<file path="src/rtl/pll_lock_supervisor_if.sv">
// Signal bundle between the PLL lock supervisor and its PLL / system neighbours.
// The slave side is the supervisor; the master side drives lock and retry requests.
interface pll_lock_supervisor_if;
    logic       pll_lock;
    logic       retry_req;
    logic       pll_rst;
    logic       rst_out;
    logic       locked_ok;
    logic       fail;
    logic [3:0] retry_cnt;
    logic [7:0] lock_lost_cnt;

    modport master (
        output pll_lock, retry_req,
        input  pll_rst, rst_out, locked_ok, fail, retry_cnt, lock_lost_cnt
    );

    modport slave (
        input  pll_lock, retry_req,
        output pll_rst, rst_out, locked_ok, fail, retry_cnt, lock_lost_cnt
    );
endinterface

</file>
<file path="src/rtl/pll_lock_supervisor.sv">
// PLL lock supervisor: pulses the PLL reset, qualifies a synchronized lock for a
// stable window, then releases the system reset; retries on timeout, parks in FAIL.
//   state     | meaning
//   RESET_PLL | pll_rst held high for RST_CYCLES
//   WAIT_LOCK | waiting for lock, bounded by LOCK_TIMEOUT
//   STABLE    | lock must stay high for LOCK_STABLE cycles
//   RUN       | system out of reset, watching for lock loss
//   FAIL      | retries exhausted, waiting for retry_req
module pll_lock_supervisor #(
    parameter int RST_CYCLES   = 16,
    parameter int LOCK_TIMEOUT = 50000,
    parameter int LOCK_STABLE  = 1024,
    parameter int MAX_RETRY    = 7
) (
    input  logic                 clkin1,
    input  logic                 sys_rst,
    pll_lock_supervisor_if.slave bus
);
    localparam int MAX_AB  = (RST_CYCLES > LOCK_TIMEOUT) ? RST_CYCLES : LOCK_TIMEOUT;
    localparam int MAX_CYC = (MAX_AB > LOCK_STABLE) ? MAX_AB : LOCK_STABLE;
    localparam int CW      = $clog2(MAX_CYC);

    localparam logic [2:0] S_RESET_PLL = 3'd0;
    localparam logic [2:0] S_WAIT_LOCK = 3'd1;
    localparam logic [2:0] S_STABLE    = 3'd2;
    localparam logic [2:0] S_RUN       = 3'd3;
    localparam logic [2:0] S_FAIL      = 3'd4;

    localparam logic [CW-1:0] RST_TC    = CW'(RST_CYCLES - 1);
    localparam logic [CW-1:0] TIMEOUT_TC = CW'(LOCK_TIMEOUT - 1);
    localparam logic [CW-1:0] STABLE_TC = CW'(LOCK_STABLE - 1);
    localparam logic [3:0]    RETRY_MAX = 4'(MAX_RETRY);

    logic [2:0]    r_state;
    logic [2:0]    w_state_nxt;
    logic [CW-1:0] r_cnt;
    logic          r_lock_meta;
    logic          r_lock_s;
    logic [3:0]    r_retry_cnt;
    logic [7:0]    r_lost_cnt;
    logic          r_pll_rst;
    logic          r_rst_out;
    logic          r_locked_ok;
    logic          r_fail;
    logic          w_retry_inc;
    logic          w_retry_clr;
    logic          w_lost_inc;
    logic          w_counting;

    // Lock loss is tested before any terminal count, so it wins a same-cycle tie.
    always_comb begin
        w_state_nxt = r_state;
        w_retry_inc = 1'b0;
        w_retry_clr = 1'b0;
        w_lost_inc  = 1'b0;
        case (r_state)
            S_RESET_PLL: begin
                if (r_cnt == RST_TC) w_state_nxt = S_WAIT_LOCK;
            end
            S_WAIT_LOCK: begin
                if (r_lock_s) begin
                    w_state_nxt = S_STABLE;
                end else if (r_cnt == TIMEOUT_TC) begin
                    if (r_retry_cnt == RETRY_MAX) begin
                        w_state_nxt = S_FAIL;
                    end else begin
                        w_retry_inc = 1'b1;
                        w_state_nxt = S_RESET_PLL;
                    end
                end
            end
            S_STABLE: begin
                if (!r_lock_s) begin
                    w_state_nxt = S_WAIT_LOCK;
                end else if (r_cnt == STABLE_TC) begin
                    w_retry_clr = 1'b1;
                    w_state_nxt = S_RUN;
                end
            end
            S_RUN: begin
                if (!r_lock_s) begin
                    w_lost_inc  = 1'b1;
                    w_state_nxt = S_RESET_PLL;
                end
            end
            S_FAIL: begin
                if (bus.retry_req) begin
                    w_retry_clr = 1'b1;
                    w_state_nxt = S_RESET_PLL;
                end
            end
            default: w_state_nxt = S_RESET_PLL;
        endcase
    end

    assign w_counting = (r_state == S_RESET_PLL) || (r_state == S_WAIT_LOCK) ||
                        (r_state == S_STABLE);

    always_ff @(posedge clkin1) begin
        if (sys_rst) begin
            r_state     <= S_RESET_PLL;
            r_cnt       <= '0;
            r_lock_meta <= 1'b0;
            r_lock_s    <= 1'b0;
            r_retry_cnt <= '0;
            r_lost_cnt  <= '0;
            r_pll_rst   <= 1'b1;
            r_rst_out   <= 1'b1;
            r_locked_ok <= 1'b0;
            r_fail      <= 1'b0;
        end else begin
            r_lock_meta <= bus.pll_lock;
            r_lock_s    <= r_lock_meta;
            r_state     <= w_state_nxt;
            if (w_state_nxt != r_state) begin
                r_cnt <= '0;
            end else if (w_counting) begin
                r_cnt <= r_cnt + 1'b1;
            end
            if (w_retry_clr) begin
                r_retry_cnt <= '0;
            end else if (w_retry_inc) begin
                r_retry_cnt <= r_retry_cnt + 1'b1;
            end
            if (w_lost_inc && (r_lost_cnt != 8'hFF)) begin
                r_lost_cnt <= r_lost_cnt + 1'b1;
            end
            // Outputs are registered from the next state so they line up with r_state.
            r_pll_rst   <= (w_state_nxt == S_RESET_PLL) || (w_state_nxt == S_FAIL);
            r_rst_out   <= (w_state_nxt != S_RUN);
            r_locked_ok <= (w_state_nxt == S_RUN);
            r_fail      <= (w_state_nxt == S_FAIL);
        end
    end

    assign bus.pll_rst       = r_pll_rst;
    assign bus.rst_out       = r_rst_out;
    assign bus.locked_ok     = r_locked_ok;
    assign bus.fail          = r_fail;
    assign bus.retry_cnt     = r_retry_cnt;
    assign bus.lock_lost_cnt = r_lost_cnt;
endmodule

</file>
<file path="src/flat_wrapper.sv">
// flat-port wrapper written by rule: the top's interface ports become plain ports
module pll_lock_supervisor_flat 
#(
    parameter int RST_CYCLES   = 16,
    parameter int LOCK_TIMEOUT = 50000,
    parameter int LOCK_STABLE  = 1024,
    parameter int MAX_RETRY    = 7
)
  (clkin1, sys_rst, bus_pll_lock, bus_retry_req, bus_pll_rst, bus_rst_out, bus_locked_ok, bus_fail, bus_retry_cnt, bus_lock_lost_cnt);
  pll_lock_supervisor_if bus_i ();
  input  logic clkin1;
  input  logic sys_rst;
  input wire logic [$bits(bus_i.pll_lock)-1:0] bus_pll_lock;
  input wire logic [$bits(bus_i.retry_req)-1:0] bus_retry_req;
  output wire logic [$bits(bus_i.pll_rst)-1:0] bus_pll_rst;
  output wire logic [$bits(bus_i.rst_out)-1:0] bus_rst_out;
  output wire logic [$bits(bus_i.locked_ok)-1:0] bus_locked_ok;
  output wire logic [$bits(bus_i.fail)-1:0] bus_fail;
  output wire logic [$bits(bus_i.retry_cnt)-1:0] bus_retry_cnt;
  output wire logic [$bits(bus_i.lock_lost_cnt)-1:0] bus_lock_lost_cnt;
  assign bus_i.pll_lock = bus_pll_lock;
  assign bus_i.retry_req = bus_retry_req;
  assign bus_pll_rst = bus_i.pll_rst;
  assign bus_rst_out = bus_i.rst_out;
  assign bus_locked_ok = bus_i.locked_ok;
  assign bus_fail = bus_i.fail;
  assign bus_retry_cnt = bus_i.retry_cnt;
  assign bus_lock_lost_cnt = bus_i.lock_lost_cnt;
  pll_lock_supervisor #(.RST_CYCLES(RST_CYCLES), .LOCK_TIMEOUT(LOCK_TIMEOUT), .LOCK_STABLE(LOCK_STABLE), .MAX_RETRY(MAX_RETRY)) u_core (.clkin1(clkin1), .sys_rst(sys_rst), .bus(bus_i));
endmodule
</file>
<file path="config.mk">
export PLATFORM = sky130hd
export DESIGN_NAME = pll_lock_supervisor_flat
export DESIGN_NICKNAME = d
export VERILOG_FILES = /design/src/rtl/pll_lock_supervisor_if.sv /design/src/rtl/pll_lock_supervisor.sv /design/src/flat_wrapper.sv
export SDC_FILE = /design/constraint.sdc
export NUM_CORES = 1
export LEC_CHECK = 0
export BUFFER_PORTS_ARGS = -buffer_cell sky130_fd_sc_hd__buf_2
export CORE_MARGIN = 2
export CORE_UTILIZATION = 61
export DETAILED_ROUTE_END_ITERATION = 8
export PLACE_DENSITY = 0.83
export SYNTH_ARGS = -nofsm -noshare
export SYNTH_HDL_FRONTEND = slang
export SYNTH_SLANG_ARGS = --single-unit
</file>
<file path="constraint.sdc">
create_clock -name clkin1 -period 4.66 [get_ports clkin1]
set_input_delay 0.233 -clock clkin1 [delete_from_list [all_inputs] [get_ports clkin1]]
set_output_delay 0.233 -clock clkin1 [all_outputs]
set_load 0.02 [all_outputs]
</file>
### Yosys cells after proc, flatten, opt, wreduce, memory -nomap -nowiden

Index checks and enable logic that the tools add are counted.

* add/sub/neg operators: 3
* eq/ne operators: 13
* mux-type cells: 19
* reduce and logical (&&, ||, !) cells: 8

Operators with widths (number)
* two-way mux 3 bit: 8
* adder 16 x 1 -> 16 bit, second input constant: 1
* == test 16 x 10 -> 1 bit, second input constant: 1
* == test 16 bit, second input constant: 1
* == test 16 x 4 -> 1 bit, second input constant: 1
* one-hot mux 3 bit (5 select lines): 1
* == test 3 x 2 -> 1 bit, second input constant: 3
* two-way mux 1 bit: 9
* adder 8 x 1 -> 8 bit, second input constant: 1
* != test 8 bit, second input constant: 1
* == test 3 bit, second input constant: 2
* zero test 3 bit: 2
* adder 4 x 1 -> 4 bit, second input constant: 1
* == test 4 x 3 -> 1 bit, second input constant: 1
* OR reduction 2 bit: 2
* == test 3 x 1 -> 1 bit, second input constant: 1
* logical OR 1 bit: 3
* != test 3 x 2 -> 1 bit, second input constant: 1
* != test 3 bit: 1
* one-hot mux 1 bit (2 select lines): 1
* logical AND 1 bit: 1

* bits in registers: 37
* bits of input ports: 4
* output and inout bits: 16
* word-level logic and storage cells: 53

### Logic depth before layout (Yosys ltp)

* word-level depth: 7
* mapped depth: 7
* mapped depth without buffers: 6

### Worst setup path after synthesis

OpenSTA, ideal clock, no wires.

* path type: reg-to-reg
* from: register u_core.r_state[1]
* to: register u_core.r_retry_cnt[3] (netlist: u_core.bus.retry_cnt[3])
* library setup time: 0.070 ns
* arrival time: 1.951 ns
* data required time: 4.590 ns
* path slack: 2.639 ns
* cell stages (with the launch flop): 7
* path buffers: 1
* period minus slack after synthesis: 2.021 ns
* cell sequence: dfxtp_1 > buf_6 > or4b_4 > nor4_4 > nand2_1 > or4_1 > a21oi_1

* longest elaborated chain between the ends: 3
* elaborated cells on any way between the ends: 6
* those cells by class: 3 x eq/ne; 2 x mux; 1 x reduce/logical

Ends and longest elaborated chain
* start: declaration: line pll_lock_supervisor.sv:34 `logic [2:0] r_state;`
* start signal: assignment: line pll_lock_supervisor.sv:114 `r_state <= w_state_nxt;`
* == test 3 bit or == test 3 x 2 -> 1 bit (tied branches): line pll_lock_supervisor.sv:56 `case (r_state)`
* one-hot mux 1 bit (2 select lines): line pll_lock_supervisor.sv:56
* OR reduction 2 bit (no line)
* end signal: assignment: line pll_lock_supervisor.sv:123 `r_retry_cnt <= r_retry_cnt + 1'b1;`
* end: declaration: line pll_lock_supervisor.sv:39 `logic [3:0] r_retry_cnt;`

Parallel ways exist; a longest one is shown, timed or not.
A chain may end at the register's enable or synchronous reset.

### Worst setup path after layout

* from: register u_core.r_state[0]
* to: register u_core.r_cnt[1]

* longest elaborated chain between the ends: 5
* elaborated cells on any way between the ends: 17
* those cells by class: 5 x eq/ne; 8 x mux; 4 x reduce/logical

Ends and longest elaborated chain
* two-way mux 3 bit, on equally long branches: line pll_lock_supervisor.sv:75, pll_lock_supervisor.sv:63
* two-way mux 3 bit, on equally long branches: line pll_lock_supervisor.sv:73, pll_lock_supervisor.sv:61
* one-hot mux 3 bit (5 select lines): line pll_lock_supervisor.sv:56
* != test 3 bit: line pll_lock_supervisor.sv:115 `if (w_state_nxt != r_state) begin`
* OR reduction 2 bit (no line)
* end signal: assignment: line pll_lock_supervisor.sv:118 `r_cnt <= r_cnt + 1'b1;`
* end: declaration: line pll_lock_supervisor.sv:36 `logic [CW-1:0] r_cnt;`

Parallel ways exist; a longest one is shown, timed or not.

==> run metrics <==
count leader, synth=dfxtp_1; core box area=2760 µm²; GRT Total Usage=0.243; HPWL after DPL=2630 µm; element type at the critical path start=flip-flop; drt initial violations=75; Seq cells post-synth=37; pwr dens=293 nW/µm²; grt ovf=0; P_int=0.452 mW; Syn Area/Cell=9.01 µm²; TritonCTS clock tree=done; CTS Hold Buffers Added=0; Via Count=1476; vias per cell=5.98; drt drc=0; Synth area leaders=dfxtp_1 (42%), xor2_1 (7.5%), nor2_1 (5.1%); fin crit share=0.478; Synth Area in Adders=0.0214; Num CTS Buffers=5; DR WL/cell=14.4 µm; skew final=0.0102 ns; global-route wire length before repair=6200 µm; die area=3330 µm²; initial antenna violation count=0; total power=0.572 mW; Die W=57.7 µm; share of cells above drive strength 1=0.176; Max H-tree Level=2; CP Class=reg -> reg; synthesized cell area=1760 µm²; number of max-cap violations=0; vias in the first global route=1408; Lkg Pwr=0.754 nW; switching portion of total power=0.210; largest family of logic cells by synthesized area=simple AND/OR/NAND/NOR gates; EDFF count, synth=0; row count=19; # port buffers=19; XOR/XNOR Fraction of Synth Area=0.120; Clk network pwr share=0.411; PostCTS Resize Cnt=0; worst path arrival time=2.45 ns; post-synthesis mux area share=0.0171; endpoint class of the critical path=flip-flop; # IOs=20; status=completed; CP required=4.88 ns; Final Hold Viols=0; TNS Setup=0 ns; Max-slew headroom=0.586; Combinational Power Share=0.024; Worst-Skew Late Latency=0.35 ns; synthesized net count=202; ys flop type=dfxtp_1; total wire length=3570 µm; # diodes=0; Area Growth Syn to Fin=11.0%; synth cell count leaders=dfxtp_1 (37), nor2_1 (24), nor3_1 (15), xor2_1 (15), nand2_1 (13); Final min period=2.23 ns; Clock Tree Buf Depth=2; Seq/Total Area, Yosys=0.422; clock-pin slew on the worst setup and hold paths=0.12 ns; Synth Area in Compound Gates=0.0840; cell chosen for the clock root=clkbuf_4; Post-Synth Simple-Gate Area=0.306; Post-CTS Setup Bufs=0; drt pass-1 iters=4; largest net degree at the start of global routing=19; Layout Nets=222; GPL Wtd Cong=0.917; maximum vdd drop=0.000330 V; clk sinks=37; worst-margin pin slew=0.622 ns; Flop pwr share=0.565; Pins Over Slew Limit=0; Die Ht=57.7 µm; NetSw=0.120 mW; ys async rst share=0; Post-Synthesis Cells=195; Warnings, synthesis=0; top-area cell type share of the netlist area=0.422; Netlist cell types=40; hold crit path type=in -> reg; ANT nets after route=0; Fmax achieved=0.449 GHz; Max FO, Critical Path=16; RSZ-0062 raised after global routing=no; initial core utilization=0.637; Finish-stage setup viols=0; Synth area leader=dfxtp_1
==> cell usage in the layout, fill, tap and decap left out, drive strengths merged, types with 4 or more instances in the layout <==
master | synthesis | layout
nand3 | 8 | 8
nor4 | 5 | 5
xnor2 | 9 | 9
nor2b | 4 | 4
dfxtp | 37 | 37
o21ai | 4 | 4
nand4 | 9 | 9
inv | 4 | 4
nand2 | 13 | 13
nor3 | 15 | 15
buf | 4 | 20
clkbuf | 3 | 6
xor2 | 15 | 15
nor2 | 24 | 24
and3 | 5 | 5
a21oi | 6 | 6
==> stage by stage <==
stage                     instances  setup slack, ns  utilization  hold WS, ns  cell area, µm²
after detailed placement        239             2.46        0.675        0.429            1860
after global routing            247             2.22        0.707       0.0931            1950
after global placement          239             2.58        0.675        0.425            1860
final                           247             2.43        0.707       0.0919            1950
after floorplan                 195             2.64            -        0.361            1760
after CTS                       247             2.44        0.707       0.0937            1950
==> state kept, by name, indices dropped and copies added, names as in the netlist <==
name and flops:
u_core.bus.lock_lost_cnt 8, u_core.bus.rst_out 1, u_core.r_state 3, u_core.bus.retry_cnt 4, u_core.r_lock_meta 1, u_core.bus.locked_ok 1, u_core.bus.fail 1, u_core.r_cnt 16
u_core.r_lock_s 1, u_core.bus.pll_rst 1
==> cell families (layout without fill, tap and decap cells) <==
logic type / after synthesis / after routing
simple gates: 96 / 96
compound gates: 21 / 21
xor+xnor: 24 / 24
buf+inv: 11 / 32
mux: 3 / 3
fa+ha+maj: 3 / 3
flops: 37 / 37
==> worst max-delay path, stage by stage, from the launching register on <==
cell	delay, ns
dfxtp_1	0.49
or4b_4	0.53
nor4_4	0.35
nand3_1	0.17
nand2_1	0.45
nor3_1	0.12
==> path summary, 6_finish.rpt <==
kind | startpoint | end | slack, ns | cells after the start
max | u_core.r_state[0]$_SDFF_PP0_ | u_core.r_cnt[1]$_SDFFE_PP0P_ | 2.43 | 5
min | bus_pll_lock | u_core.r_lock_meta$_SDFF_PP0_ | 0.09 | 2
max reg2reg | u_core.r_state[0]$_SDFF_PP0_ | u_core.r_cnt[1]$_SDFFE_PP0P_ | 2.43 | 5
min reg2reg | u_core.r_lock_meta$_SDFF_PP0_ | u_core.r_lock_s$_SDFF_PP0_ | 0.46 | 1
==> layer usage <==
| layer | track usage | up-vias | routed length, µm |
|---|---|---|---|
| li1 | - | 734 | - |
| met1 | 0.281 | 709 | 1540 |
| met2 | 0.416 | 27 | 1850 |
| met3 | 0.0781 | 6 | 133 |
| met4 | 0.0997 | 0 | 46 |
| met5 | 0 | - | 0 |
==> cell type report <==
cell class | count | area [µm²]
clock inverter | 2 | 37.5
fill | 207 | 808
timing repair buffer | 20 | 103
inverter | 4 | 15.0
clock buffer | 6 | 51.3
sequential | 37 | 741
tap | 31 | 38.8
multi-input combinational | 147 | 963
==> power groups by stage <==
stage	clock network [mW]	logic, mW	registers, mW
2_1_floorplan	0	0.0104	0.329
3_3_place_gp	0	0.0125	0.330
3_5_place_dp	0	0.0139	0.330
4_1_cts	0.238	0.0142	0.323
5_1_grt	0.252	0.0162	0.323
6_report	0.235	0.0140	0.323
Power figures use the tool's default switching activity.
